<file path="config.mk">
export PLATFORM = sky130hd
export DESIGN_NAME = servo_pwm_mixer
export DESIGN_NICKNAME = d
export VERILOG_FILES = /design/src/rtl/servo_pwm_pkg.sv /design/src/rtl/servo_pwm_mixer_ch.sv /design/src/rtl/servo_pwm_mixer.sv
export SDC_FILE = /design/constraint.sdc
export NUM_CORES = 1
export LEC_CHECK = 0
export ABC_AREA = 1
export BUFFER_PORTS_ARGS = -buffer_cell sky130_fd_sc_hd__buf_2
export CORE_UTILIZATION = 50
export CTS_BUF_LIST = sky130_fd_sc_hd__clkbuf_4 sky130_fd_sc_hd__clkbuf_8
export DETAILED_ROUTE_END_ITERATION = 16
export PLACE_DENSITY_LB_ADDON = 0.15
export SLEW_MARGIN = 20
export SYNTH_ARGS = -nofsm -noshare
export SYNTH_HDL_FRONTEND = slang
export SYNTH_SLANG_ARGS = --single-unit
</file>
<file path="constraint.sdc">
create_clock -name clk -period 4 [get_ports clk]
set_input_delay 0.8 -clock clk [delete_from_list [all_inputs] [get_ports clk]]
set_output_delay 0.8 -clock clk [all_outputs]
set_load 0.05 [all_outputs]
</file>
<file path="src/rtl/servo_pwm_pkg.sv">
// servo_pwm_pkg: shared state type, constants and steering mix helper for the PWM mixer
package servo_pwm_pkg;

    typedef enum logic [1:0] {
        IDLE,
        RUN,
        FAILSAFE
    } pwm_state_t;

    localparam int SERVO_CENTER = 128;
    localparam int CODE_MAX     = 255;

    // sign = 0 gives the left code (speed + d), sign = 1 the right code (speed - d)
    function automatic logic [7:0] mix_clamp(
        input logic [7:0] speed,
        input logic [7:0] servo,
        input logic       sign
    );
        logic signed [9:0] d;
        logic signed [9:0] s;
        d = $signed({2'b00, servo}) - $signed(10'(SERVO_CENTER));
        s = sign ? $signed({2'b00, speed}) - d : $signed({2'b00, speed}) + d;
        return (s < 10'sd0) ? 8'd0 : (s > $signed(10'(CODE_MAX))) ? 8'(CODE_MAX) : s[7:0];
    endfunction

endpackage

</file>
<file path="src/rtl/servo_pwm_mixer_ch.sv">
// pwm_compare_ch: one PWM channel holding its active duty code and comparing it against the shared counter
module pwm_compare_ch
    import servo_pwm_pkg::*;
#(
    parameter int CW   = 21,
    parameter int STEP = 7812
) (
    input  logic          clk,
    input  logic          rst,
    input  logic          run,
    input  logic          load,
    input  logic [7:0]    code,
    input  logic [CW-1:0] cnt,
    output logic          pwm
);

    logic [7:0]    act_q;
    logic [7:0]    act_d;
    logic          pwm_q;
    logic          pwm_d;
    logic [CW-1:0] thr;

    // Leaving RUN wipes the active code, so a restart never replays a stale duty
    always_comb begin
        act_d = load ? code : (run ? act_q : 8'd0);
        thr   = CW'(act_q) * CW'(STEP);
        pwm_d = run && (cnt < thr);
    end

    always_ff @(posedge clk or negedge rst) begin
        if (!rst) begin
            act_q <= 8'd0;
            pwm_q <= 1'b0;
        end else begin
            act_q <= act_d;
            pwm_q <= pwm_d;
        end
    end

    assign pwm = pwm_q;

endmodule

</file>
<file path="src/rtl/servo_pwm_mixer.sv">
// servo_pwm_mixer: differential two-channel PWM with boundary-aligned duty updates, idle and timeout failsafe
module servo_pwm_mixer
    import servo_pwm_pkg::*;
#(
    parameter int PERIOD          = 2_000_000,
    parameter int TIMEOUT_PERIODS = 10
) (
    input  logic       clk,
    input  logic       rst,
    input  logic       enable,
    input  logic       cmd_valid,
    output logic       cmd_ready,
    input  logic [7:0] servo,
    input  logic [7:0] speed,
    output logic       PWM_L,
    output logic       PWM_R,
    output logic       failsafe
);

    localparam int STEP = PERIOD / 256;
    localparam int CW   = $clog2(PERIOD);
    localparam int TW   = $clog2(TIMEOUT_PERIODS + 1);

    pwm_state_t    state_q;
    pwm_state_t    state_d;
    logic [CW-1:0] cnt_q;
    logic [CW-1:0] cnt_d;
    logic [TW-1:0] tmo_q;
    logic [TW-1:0] tmo_d;
    logic          pend_q;
    logic          pend_d;
    logic [7:0]    pend_l_q;
    logic [7:0]    pend_l_d;
    logic [7:0]    pend_r_q;
    logic [7:0]    pend_r_d;
    logic          fs_q;
    logic          fs_d;
    logic          accept;
    logic          boundary;
    logic          load;
    logic          run;

    // A command accepted on the boundary cycle itself waits for the next boundary
    always_comb begin
        accept   = cmd_valid && !pend_q;
        boundary = (state_q != IDLE) && (cnt_q == CW'(PERIOD - 1));
        load     = boundary && pend_q && enable;
        run      = (state_q == RUN) && enable;
        pend_d   = accept || (pend_q && !load);
        pend_l_d = accept ? mix_clamp(speed, servo, 1'b0) : pend_l_q;
        pend_r_d = accept ? mix_clamp(speed, servo, 1'b1) : pend_r_q;
        cnt_d    = (!enable || state_q == IDLE || boundary) ? '0 : cnt_q + 1'b1;
        tmo_d    = (accept || !enable || state_q == IDLE) ? '0 :
                   (boundary && state_q == RUN && tmo_q != TW'(TIMEOUT_PERIODS)) ? tmo_q + 1'b1 : tmo_q;
        state_d  = !enable ? IDLE :
                   (state_q == IDLE || load) ? RUN :
                   (state_q == RUN && tmo_d == TW'(TIMEOUT_PERIODS)) ? FAILSAFE : state_q;
        fs_d     = (state_q == FAILSAFE) && enable;
    end

    always_ff @(posedge clk or negedge rst) begin
        if (!rst) begin
            state_q  <= IDLE;
            cnt_q    <= '0;
            tmo_q    <= '0;
            pend_q   <= 1'b0;
            pend_l_q <= 8'd0;
            pend_r_q <= 8'd0;
            fs_q     <= 1'b0;
        end else begin
            state_q  <= state_d;
            cnt_q    <= cnt_d;
            tmo_q    <= tmo_d;
            pend_q   <= pend_d;
            pend_l_q <= pend_l_d;
            pend_r_q <= pend_r_d;
            fs_q     <= fs_d;
        end
    end

    pwm_compare_ch #(.CW(CW), .STEP(STEP)) u_ch_l (
        .clk (clk),
        .rst (rst),
        .run (run),
        .load(load),
        .code(pend_l_q),
        .cnt (cnt_q),
        .pwm (PWM_L)
    );

    pwm_compare_ch #(.CW(CW), .STEP(STEP)) u_ch_r (
        .clk (clk),
        .rst (rst),
        .run (run),
        .load(load),
        .code(pend_r_q),
        .cnt (cnt_q),
        .pwm (PWM_R)
    );

    assign cmd_ready = !pend_q;
    assign failsafe  = fs_q;

endmodule

</file>
==> results of run 1 <==
==> cells by family (layout without fill, tap and decap cells) <==
kind of cell    Yosys count  count (layout)  share of synthesized area, %
flops                    63              63                         21.60
fa+ha+maj               173             173                         33.15
buf+inv                 168             254                         9.136
xor+xnor                 37              37                         4.439
simple gates            334             334                         20.81
compound gates          134             134                         10.87
==> metrics by stage <==
stage / cell area, sq um / setup WS [ns] / total power [mW] / hold slack [ns] / std cells
detailed placement: 8066 / -0.2089 / 0.8949 / 0.4603 / 1155
CTS: 8394 / -0.1787 / 1.534 / 0.4805 / 1174
floorplan: 7398 / -0.06485 / 0.8277 / 0.4312 / 909
global route: 8417 / -0.3766 / 1.608 / 0.4656 / 1175
global placement: 8066 / -0.1276 / 0.8933 / 0.4545 / 1155
finish: 8417 / -0.1627 / 1.526 / 0.4279 / 1175
==> critical path: stages (launching register included) <==
cell	delay, ns
dfrtp_1	0.42
fa_1	0.54
ha_1	0.32
inv_2	0.04
fa_1	0.47
fa_1	0.53
inv_2	0.05
ha_4	0.28
inv_4	0.05
nor3_4	0.19
a21oi_2	0.08
o21ai_1	0.15
nand2_1	0.08
a21boi_2	0.14
nor2_1	0.05
nand2_1	0.06
nand2_2	0.06
ha_4	0.28
nand2_2	0.05
nor2_1	0.09
nand2_1	0.05
nand2_1	0.06
nor2_1	0.03
==> area by class of cell <==
type / instances / area, sq um
Sequential cell: 63 / 1577
Fill cell: 1330 / 5625
Clock buffer: 9 / 123.9
Tap cell: 180 / 225.2
Multi-Input combinational cell: 678 / 5244
Timing Repair Buffer: 81 / 553.0
Inverter: 157 / 591.8
Clock inverter: 7 / 102.6
==> final timing paths <==
path	end	slack (ns)	cells after the start
setup / recovery	u_ch_r.pwm$_DFF_PN0_	-0.16	22
hold / removal	u_ch_r.pwm$_DFF_PN0_	0.43	1
setup reg to reg	u_ch_r.pwm$_DFF_PN0_	-0.16	22
hold reg to reg	u_ch_r.act_q[7]$_DFFE_PN0P_	0.48	2
max in group asynchronous	pend_l_q[1]$_DFFE_PN0P_	2.99	2
min in group clk	u_ch_r.act_q[7]$_DFFE_PN0P_	0.48	2
==> state kept, by name (all words and copies together) (netlist names) <==
name	flops
pend_q	1
u_ch_l.pwm	1
pend_l_q	8
pend_r_q	8
cnt_q	21
state_q	2
failsafe	1
tmo_q	4
u_ch_l.act_q	8
u_ch_r.pwm	1
u_ch_r.act_q	8
==> per-layer routing <==
layer / vias up / routed length, microns / global-route usage (%)
li1: 3129 / - / -
met1: 2757 / 7730 / 31.56
met2: 102 / 7556 / 38.90
met3: 24 / 576 / 4.229
met4: 0 / 402 / 9.070
met5: - / 0 / 0
==> power breakdown <==
part | switching [mW] | internal, mW
logic | 0.144 | 0.0737
registers | 0.0103 | 0.655
clock network | 0.285 | 0.358
total | 0.439 | 1.09
==> repair_timing <==
action / 4_1_cts / 5_1_grt
buffers inserted: 3 / 1
resized for setup: 16 / 2
pin swaps: 31 / 3
setup endpoints to repair: 2 / 2
==> cells in the mapped netlist (6+ instances only) <==
library cell	count
a211oi_1	7
a21oi_1	61
dfrtp_1	63
fa_1	34
ha_1	139
inv_1	154
nand2_1	175
nand2_2	6
nand3_1	33
nand4_1	17
nor2_1	64
nor3_1	13
o21ai_0	29
o21ai_2	10
xnor2_1	10
xor2_1	27
==> impl_metrics.ini, run 1 <==
[run_status]
status = complete, but fails checks
violations = setup timing

[die]
die-width_microns = 122.8
rows = 43
io_pins = 24
start_util_pct = 51.98
design.core.area_sq_mm = 0.01404
die_h_microns = 122.8
dieArea_sq_mm = 0.01509

[detailed_routing]
post_drt_wl_per_cell_microns = 13.84
num_vias = 6012
wirelength_microns = 16270
drt-pass1-iter-count = 4
dr.first_iter.drc_count = 242
drc_errors = 0
via_per_inst = 5.117
ant_nets = 0

[synthesis]
synth_area_leaders = ha_1, dfrtp_1, fa_1
netlist_area_sq_mm = 0.007300
yosysSeqAreaShare_pct = 21.60
ys_ff_latch = 63
synth_top_area_cell = ha_1
syn_inst = 909
synthArstFlopShare_pct = 100.0
ys_warn_count = 0
syn_area_per_cell_sq_um = 8.030
synth_top_area_share_pct = 23.83
syn-num-nets = 1102
synthFlopType = dfrtp_1
synth_edf_count = 0
yosysUniqueCellTypes = 42

[timing]
worst_pin_slew_ns = 0.7034
max_freq_mhz = 240.2
setup_tns_ns = -0.2621
finClkSkew_ns = 0.009434
rsz0062_at_grt = true
drv_slew = 0
finalHoldViolCount = 0
slew_headroom_pct = 52.99
fin_crit_ns = 4.163
min_period_over_period_pct = 104.1
setup_viol = 2
setup_slack_ns = -0.1627

[final_layout]
final_cell_mix = nand2_1, inv_1, ha_1
areaGrowthSynthToFinish_pct = 15.31
mostFrequentLayoutCell = nand2_1
fin_util_pct = 59.94
diodes = 0
drive_above_1_share_pct = 17.09
fin_nets = 1183

[clock_tree]
htree_levels = 3
clk_path_buf_depth = 2
cts_sinks = 63
cts_root_buffer = clkbuf_8
cts_tree = built
hold_buffers = 0
cts_buffers = 9
clkTransAtPathRegs_ns = 0.08
clk_latency_ns = 0.36

[worst_setup_path]
arrival_ns = 4.42
crit_type = flop to flop
r2r-start = u_ch_r.act_q[3]$_DFFE_PN0P_
crit_path_max_fanout = 4
cp-end-kind = flop
cp.required_ns = 4.26
setup.worst_path.start_class = flop
critical_path.startpoint = u_ch_r.act_q[3]$_DFFE_PN0P_

[global_route]
grt_max_degree = 44
globalRouteTotalUtil_pct = 23.92
grt_first_pass_wirelength_microns = 27990
grt-ovfl-total = 0
grt_pass1_vias = 5931
antenna_found_initial = 0

[pwr]
leakage_nw = 4.500
power_density_mw_per_mm2 = 181.2
vdd_drop_max_uv = 175.6

[place]
hpwlAfterDp_microns = 13430
io_buffers = 23
gp_congestion = 0.8797

[worst_hold_path]
min_path_type = primary input to asynchronous set/reset pin

[run]
cap_violations = 0
Power figures use the tool's default switching activity.
==> run 2: changes to the inputs <==
- MAX_ROUTING_LAYER: default -> met4
- clock period: 4 -> 4.2 ns (I/O delays scaled with it)
==> run 2 against run 1 <==
  * The flow now finishes without violations
  * Critical path depth fell by 1
  * Via count fell by 0.90%
  * Hold slack improved by 0.051 ns
  * Die area did not move
  * Sequential power fell by 4.5%
  * Global-route usage barely moved
  * Maximum frequency rose by 0.20%
  * Largest cell class unchanged
==> impl_metrics.ini, run 2 (synthesized netlist as in run 1, its figures left out) <==
[run_status]
status = finished clean

[clock_tree]
cts_tree = built
cts_sinks = 63
htree_levels = 3
cts_root_buffer = clkbuf_8
clk_latency_ns = 0.36
cts_buffers = 9
clkTransAtPathRegs_ns = 0.09
hold_buffers = 0
clk_path_buf_depth = 2

[final_layout]
final_cell_mix = nand2_1, inv_1, ha_1
areaGrowthSynthToFinish_pct = 14.52
largest_reg_flops = 21
stdcell_area_sq_mm = 0.008359
fin_nets = 1166
mostFrequentLayoutCell = nand2_1
regMostFlops = cnt_q
final-instance-count-excl-fill = 1157
diodes = 0
drive_above_1_share_pct = 16.48
fin_util_pct = 59.53

[worst_setup_path]
crit_path_max_fanout = 3
reg2regPathDepth = 21
crit_type = flop to flop
reg2reg_to = u_ch_r.pwm$_DFF_PN0_
cp-end-kind = flop
arrival_ns = 4.42
cp.required_ns = 4.47
r2r_slack_ns = 0.05
r2r-start = u_ch_r.act_q[2]$_DFFE_PN0P_
setup.worst_path.start_class = flop

[die]
io_pins = 24
dieArea_sq_mm = 0.01509
design.core.area_sq_mm = 0.01404
start_util_pct = 51.98
die-width_microns = 122.8
die_h_microns = 122.8
rows = 43

[timing]
rsz0062_at_grt = true
worst_pin_slew_ns = 0.8516
setup_slack_ns = 0.04554
finalHoldViolCount = 0
min_period_over_period_pct = 98.92
fin_crit_ns = 4.154
setup_viol = 0
whs_ns = 0.4785
finClkSkew_ns = 0.01750
slew_headroom_pct = 43.23
drv_slew = 0
max_freq_mhz = 240.7

[pwr]
p_clk_share_pct = 46.5
seqPwrFrac_pct = 40.7
power_density_mw_per_mm2 = 186.7
vdd_drop_max_uv = 163.6
leakage_nw = 4.460
sw_frac_of_total_pct = 25.54
p_sw_uw = 398.6
p_comb_share_pct = 12.8
intPower_mw = 1.162

[place]
pre_cts_ws_ns = -0.1417
gp_congestion = 0.8794
hpwlAfterDp_microns = 12890
place_area_sq_mm = 0.007860
io_buffers = 23
placed_cells = 1139

[detailed_routing]
via_per_inst = 5.150
dr.first_iter.drc_count = 289
wirelength_microns = 16110
post_drt_wl_per_cell_microns = 13.92
num_vias = 5958
drt-pass1-iter-count = 4
ant_nets = 0
drc_errors = 0

[worst_hold_path]
holdPathStages = 1
min_path_type = flop to flop
holdCritStartpoint = cnt_q[0]$_DFF_PN0_
min_to = cnt_q[0]$_DFF_PN0_

[global_route]
grt_pass1_vias = 5759
grt_first_pass_wirelength_microns = 26870
grt-ovfl-total = 0
antenna_found_initial = 0
globalRouteTotalUtil_pct = 23.89
grt_max_degree = 64

[run]
cap_violations = 0
run 2: changes by cell type in the layout (fill, tap and decap cells not counted), moves of 2 or more:
cell	change
buf_4	-21
a21oi_2	+5
a21oi_1	-4
buf_6	+3
bufinv_16	+2
inv_6	-2
nand2_1	-2
run 2: final cells by class:
| class | count | area (sq um) |
|---|---|---|
| clock inverter | 5 | 128.9 |
| tap | 180 | 225.2 |
| sequential | 63 | 1577 |
| fill | 1285 | 5683 |
| clock buffer | 10 | 137.6 |
| inverter | 157 | 589.3 |
| timing repair buffer | 64 | 434.2 |
| multi-input combinational | 678 | 5268 |
run 2: worst max path at each step:
stage                                start              endpoint  slack, ns  depth (start not counted)
2_1_floorplan  u_ch_l.act_q[2]$_DFFE_PN0P_  u_ch_l.pwm$_DFF_PN0_       0.02                         20
3_3_place_gp   u_ch_l.act_q[2]$_DFFE_PN0P_  u_ch_l.pwm$_DFF_PN0_      -0.05                         20
3_5_place_dp   u_ch_l.act_q[2]$_DFFE_PN0P_  u_ch_l.pwm$_DFF_PN0_      -0.14                         20
4_1_cts        u_ch_l.act_q[2]$_DFFE_PN0P_  u_ch_l.pwm$_DFF_PN0_     -0.004                         22
5_1_grt        u_ch_r.act_q[2]$_DFFE_PN0P_  u_ch_r.pwm$_DFF_PN0_      -0.20                         25
6_report       u_ch_r.act_q[2]$_DFFE_PN0P_  u_ch_r.pwm$_DFF_PN0_       0.05                         21
run 2: per-stage QoR:
stage          setup TNS (ns)  power (mW)
3_3_place_gp         -0.08491      0.8467
4_1_cts             -0.004325       1.580
2_1_floorplan               0      0.7880
3_5_place_dp          -0.2366      0.8480
6_report                    0       1.561
5_1_grt               -0.3958       1.638
run 2: per-layer routing:
layer,wire [microns],vias to the layer above,GRT usage [%],part of all wire [%]
met4,275,0,6.174,1.7
met3,490,23,3.346,3.0
met1,7838,2747,32.24,49
met2,7505,92,37.64,47
met5,0,-,-,0
li1,-,3096,-,-
run 2: worst max-delay path, cell delays in order (launching register included):
cell      delay (ns)
dfrtp_1         0.43
fa_2            0.60
ha_4            0.21
fa_1            0.51
inv_2           0.04
fa_1            0.48
inv_2           0.05
ha_4            0.25
buf_4           0.11
inv_1           0.06
nor3_2          0.16
nand2_1         0.07
o211ai_1        0.12
a21o_1          0.17
a21oi_2         0.06
xor2_1          0.16
ha_1            0.29
nand2_2         0.06
nor2_2          0.09
nand2_1         0.05
nand2_1         0.06
nor2_1          0.04
run 2: repair_timing:
action                                  CTS  global route
endpoints found under the setup margin    2             2
pin swaps                                12            36
buffers inserted                          0             3
gates resized for setup                  16            33
run 2: power by group through the flow:
stage                     logic [mW]  registers (mW)  clock network (mW)
final                          0.200           0.635               0.725
after CTS                      0.202           0.635               0.743
after global routing           0.232           0.637               0.768
after detailed placement       0.201           0.647                   0
after global placement         0.200           0.647                   0
after floorplan                0.144           0.644                   0
==> run 3: changes to the inputs <==
- clock period: 4.2 -> 5.1 ns (I/O delays scaled with it)
==> run 3 against run 2 <==
  * Sequential power shrank 18%
  * Maximum frequency shrank 10%
  * Worst setup slack gained 0.42 ns
  * Non-clock buffer count shrank 40
  * Critical path depth decreased by 1
  * Via count decreased by 3.5%
  * Power fell by 23%
  * Largest cell class unchanged
==> impl_metrics.ini, run 3 (synthesized netlist as in run 1, its figures left out) <==
[timing]
setup_tns_ns = 0
setup_viol = 0
fin_crit_ns = 4.634
slew_headroom_pct = 51.21
max_freq_mhz = 215.8
rsz0062_at_grt = false
setup_slack_ns = 0.4658
finalHoldViolCount = 0
finClkSkew_ns = 0.02015
drv_slew = 0
min_period_over_period_pct = 90.87
worst_pin_slew_ns = 0.7319

[final_layout]
fin_nets = 1126
areaGrowthSynthToFinish_pct = 6.839
largest_reg_flops = 21
regMostFlops = cnt_q
drive_above_1_share_pct = 8.955
multi_input_area_sq_mm = 0.005056
n_fill_cell = 1370
seq_area_sq_mm = 0.001577
diodes = 0
mostFrequentLayoutCell = nand2_1
final_cell_mix = nand2_1, inv_1, ha_1

[pwr]
seqPwrFrac_pct = 43.7
intPower_uw = 861.4
p_clk_share_pct = 42.6
leakage_nw = 4.220
vdd_drop_max_uv = 176.7
power_density_mw_per_mm2 = 153.5
p_sw_uw = 335.7
sw_frac_of_total_pct = 28.04
p_comb_share_pct = 13.7

[die]
rows = 43
die_h_microns = 122.8
die-width_microns = 122.8
dieArea_sq_mm = 0.01509
start_util_pct = 51.98
io_pins = 24
design.core.area_sq_mm = 0.01404

[run]
cap_violations = 0

[place]
hpwlAfterDp_microns = 12830
pre_cts_ws_ns = 0.4986
io_buffers = 23
gp_congestion = 0.8936

[detailed_routing]
num_vias = 5751
ant_nets = 0
drt-pass1-iter-count = 4
via_per_inst = 5.144
dr.first_iter.drc_count = 287
drc_errors = 0
wirelength_microns = 15630
post_drt_wl_per_cell_microns = 13.98

[worst_setup_path]
critPathSlowestCell = fa_1
crit_path_max_fanout = 5
cp.required_ns = 5.40
cp_common_cell = nand2_1
arrival_ns = 4.94
crit_type = flop to flop
cp-end-kind = flop
slowest_delay_ns = 0.53
path_cells = fa_1, ha_1, fa_1, inv_1, fa_1, inv_1, ha_1, nand2_1, o21ai_0, a21oi_1, o21ai_0, nand2_1, a21boi_0, nor2_1, nand2_1, nand2_1, ha_1, a211oi_1, nand2_1, nor2_1
setup.worst_path.start_class = flop

[global_route]
grt-ovfl-total = 0
globalRouteTotalUtil_pct = 23.79
grt_first_pass_wirelength_microns = 26750
grt_pass1_vias = 5642
antenna_found_initial = 0
grt_max_degree = 35

[clock_tree]
cts_tree = built
post_cts_buffers = 0
clk_path_buf_depth = 2
cts_buffers = 9
cts_resized = 0
cts_root_buffer = clkbuf_8
hold_buffers = 0
clk_latency_ns = 0.36
htree_levels = 3
clkTransAtPathRegs_ns = 0.09
cts_sinks = 63

[run_status]
status = finished clean

[worst_hold_path]
min_path_type = flop to flop
run 3: changes by cell type in the layout (fill, tap and decap cells not counted), moves of 4 or more:
cell	previous run	this run
a21oi_1	54	61
o21ai_0	22	29
inv_1	148	154
buf_4	38	1
nand2_2	10	6
ha_4	9	0
nand2_1	170	175
o21ai_1	7	2
ha_1	130	139
a21oi_2	11	4
inv_2	9	3
run 3: area by class of cell:
cell class / count / share of cell area (%)
Clock buffer: 10 / 1.765
Inverter: 157 / 7.557
Sequential cell: 63 / 20.21
Clock inverter: 6 / 1.171
Timing Repair Buffer: 24 / 1.572
Tap cell: 180 / 2.888
Multi-Input combinational cell: 678 / 64.83
run 3: through the flow:
stage | total power, mW | instances | area (sq um) | util, % | hold slack (ns)
global placement | 0.6970 | 1102 | 7570 | 53.91 | 0.4554
floorplan | 0.6489 | 909 | 7300 | - | 0.4312
CTS | 1.216 | 1118 | 7799 | 55.54 | 0.4675
finish | 1.197 | 1118 | 7799 | 55.54 | 0.4656
global route | 1.263 | 1118 | 7799 | 55.54 | 0.4964
detailed placement | 0.6975 | 1102 | 7570 | 53.91 | 0.4569
run 3: routing by layer:
| layer | up-vias | wire, microns | GRT usage (%) | part of all wire [%] |
|---|---|---|---|---|
| met2 | 96 | 7127 | 36.87 | 46 |
| met4 | 0 | 191 | 6.250 | 1.2 |
| met1 | 2628 | 7631 | 32.37 | 49 |
| met5 | - | 0 | - | 0 |
| li1 | 3010 | - | - | - |
| met3 | 17 | 676 | 3.625 | 4.3 |
run 3: worst max-delay path: cells and delay by family (launching register included):
family	cells	cell delay, ns
compound gates	5	1.01
simple gates	7	0.48
flops	1	0.46
buf+inv	2	0.09
fa+ha+maj	6	2.51
run 3: worst paths after layout:
check / start / end / slack (ns) / depth (start not counted)
hold / removal: cnt_q[0]$_DFF_PN0_ / cnt_q[0]$_DFF_PN0_ / 0.47 / 1
max in group asynchronous: rst / pend_l_q[4]$_DFFE_PN0P_ / 3.46 / 2
min in group asynchronous: rst / u_ch_r.pwm$_DFF_PN0_ / 0.70 / 1
setup reg to reg: u_ch_r.act_q[2]$_DFFE_PN0P_ / u_ch_r.pwm$_DFF_PN0_ / 0.47 / 20
hold reg to reg: cnt_q[0]$_DFF_PN0_ / cnt_q[0]$_DFF_PN0_ / 0.47 / 1
setup / recovery: u_ch_r.act_q[2]$_DFFE_PN0P_ / u_ch_r.pwm$_DFF_PN0_ / 0.47 / 20
run 3: power by group through the flow:
| stage | Sequential [mW] | Clock, mW | Combinational (mW) |
|---|---|---|---|
| 6_report | 0.523 | 0.510 | 0.164 |
| 5_1_grt | 0.525 | 0.549 | 0.189 |
| 3_5_place_dp | 0.533 | 0 | 0.165 |
| 2_1_floorplan | 0.530 | 0 | 0.119 |
| 4_1_cts | 0.523 | 0.527 | 0.166 |
| 3_3_place_gp | 0.532 | 0 | 0.165 |
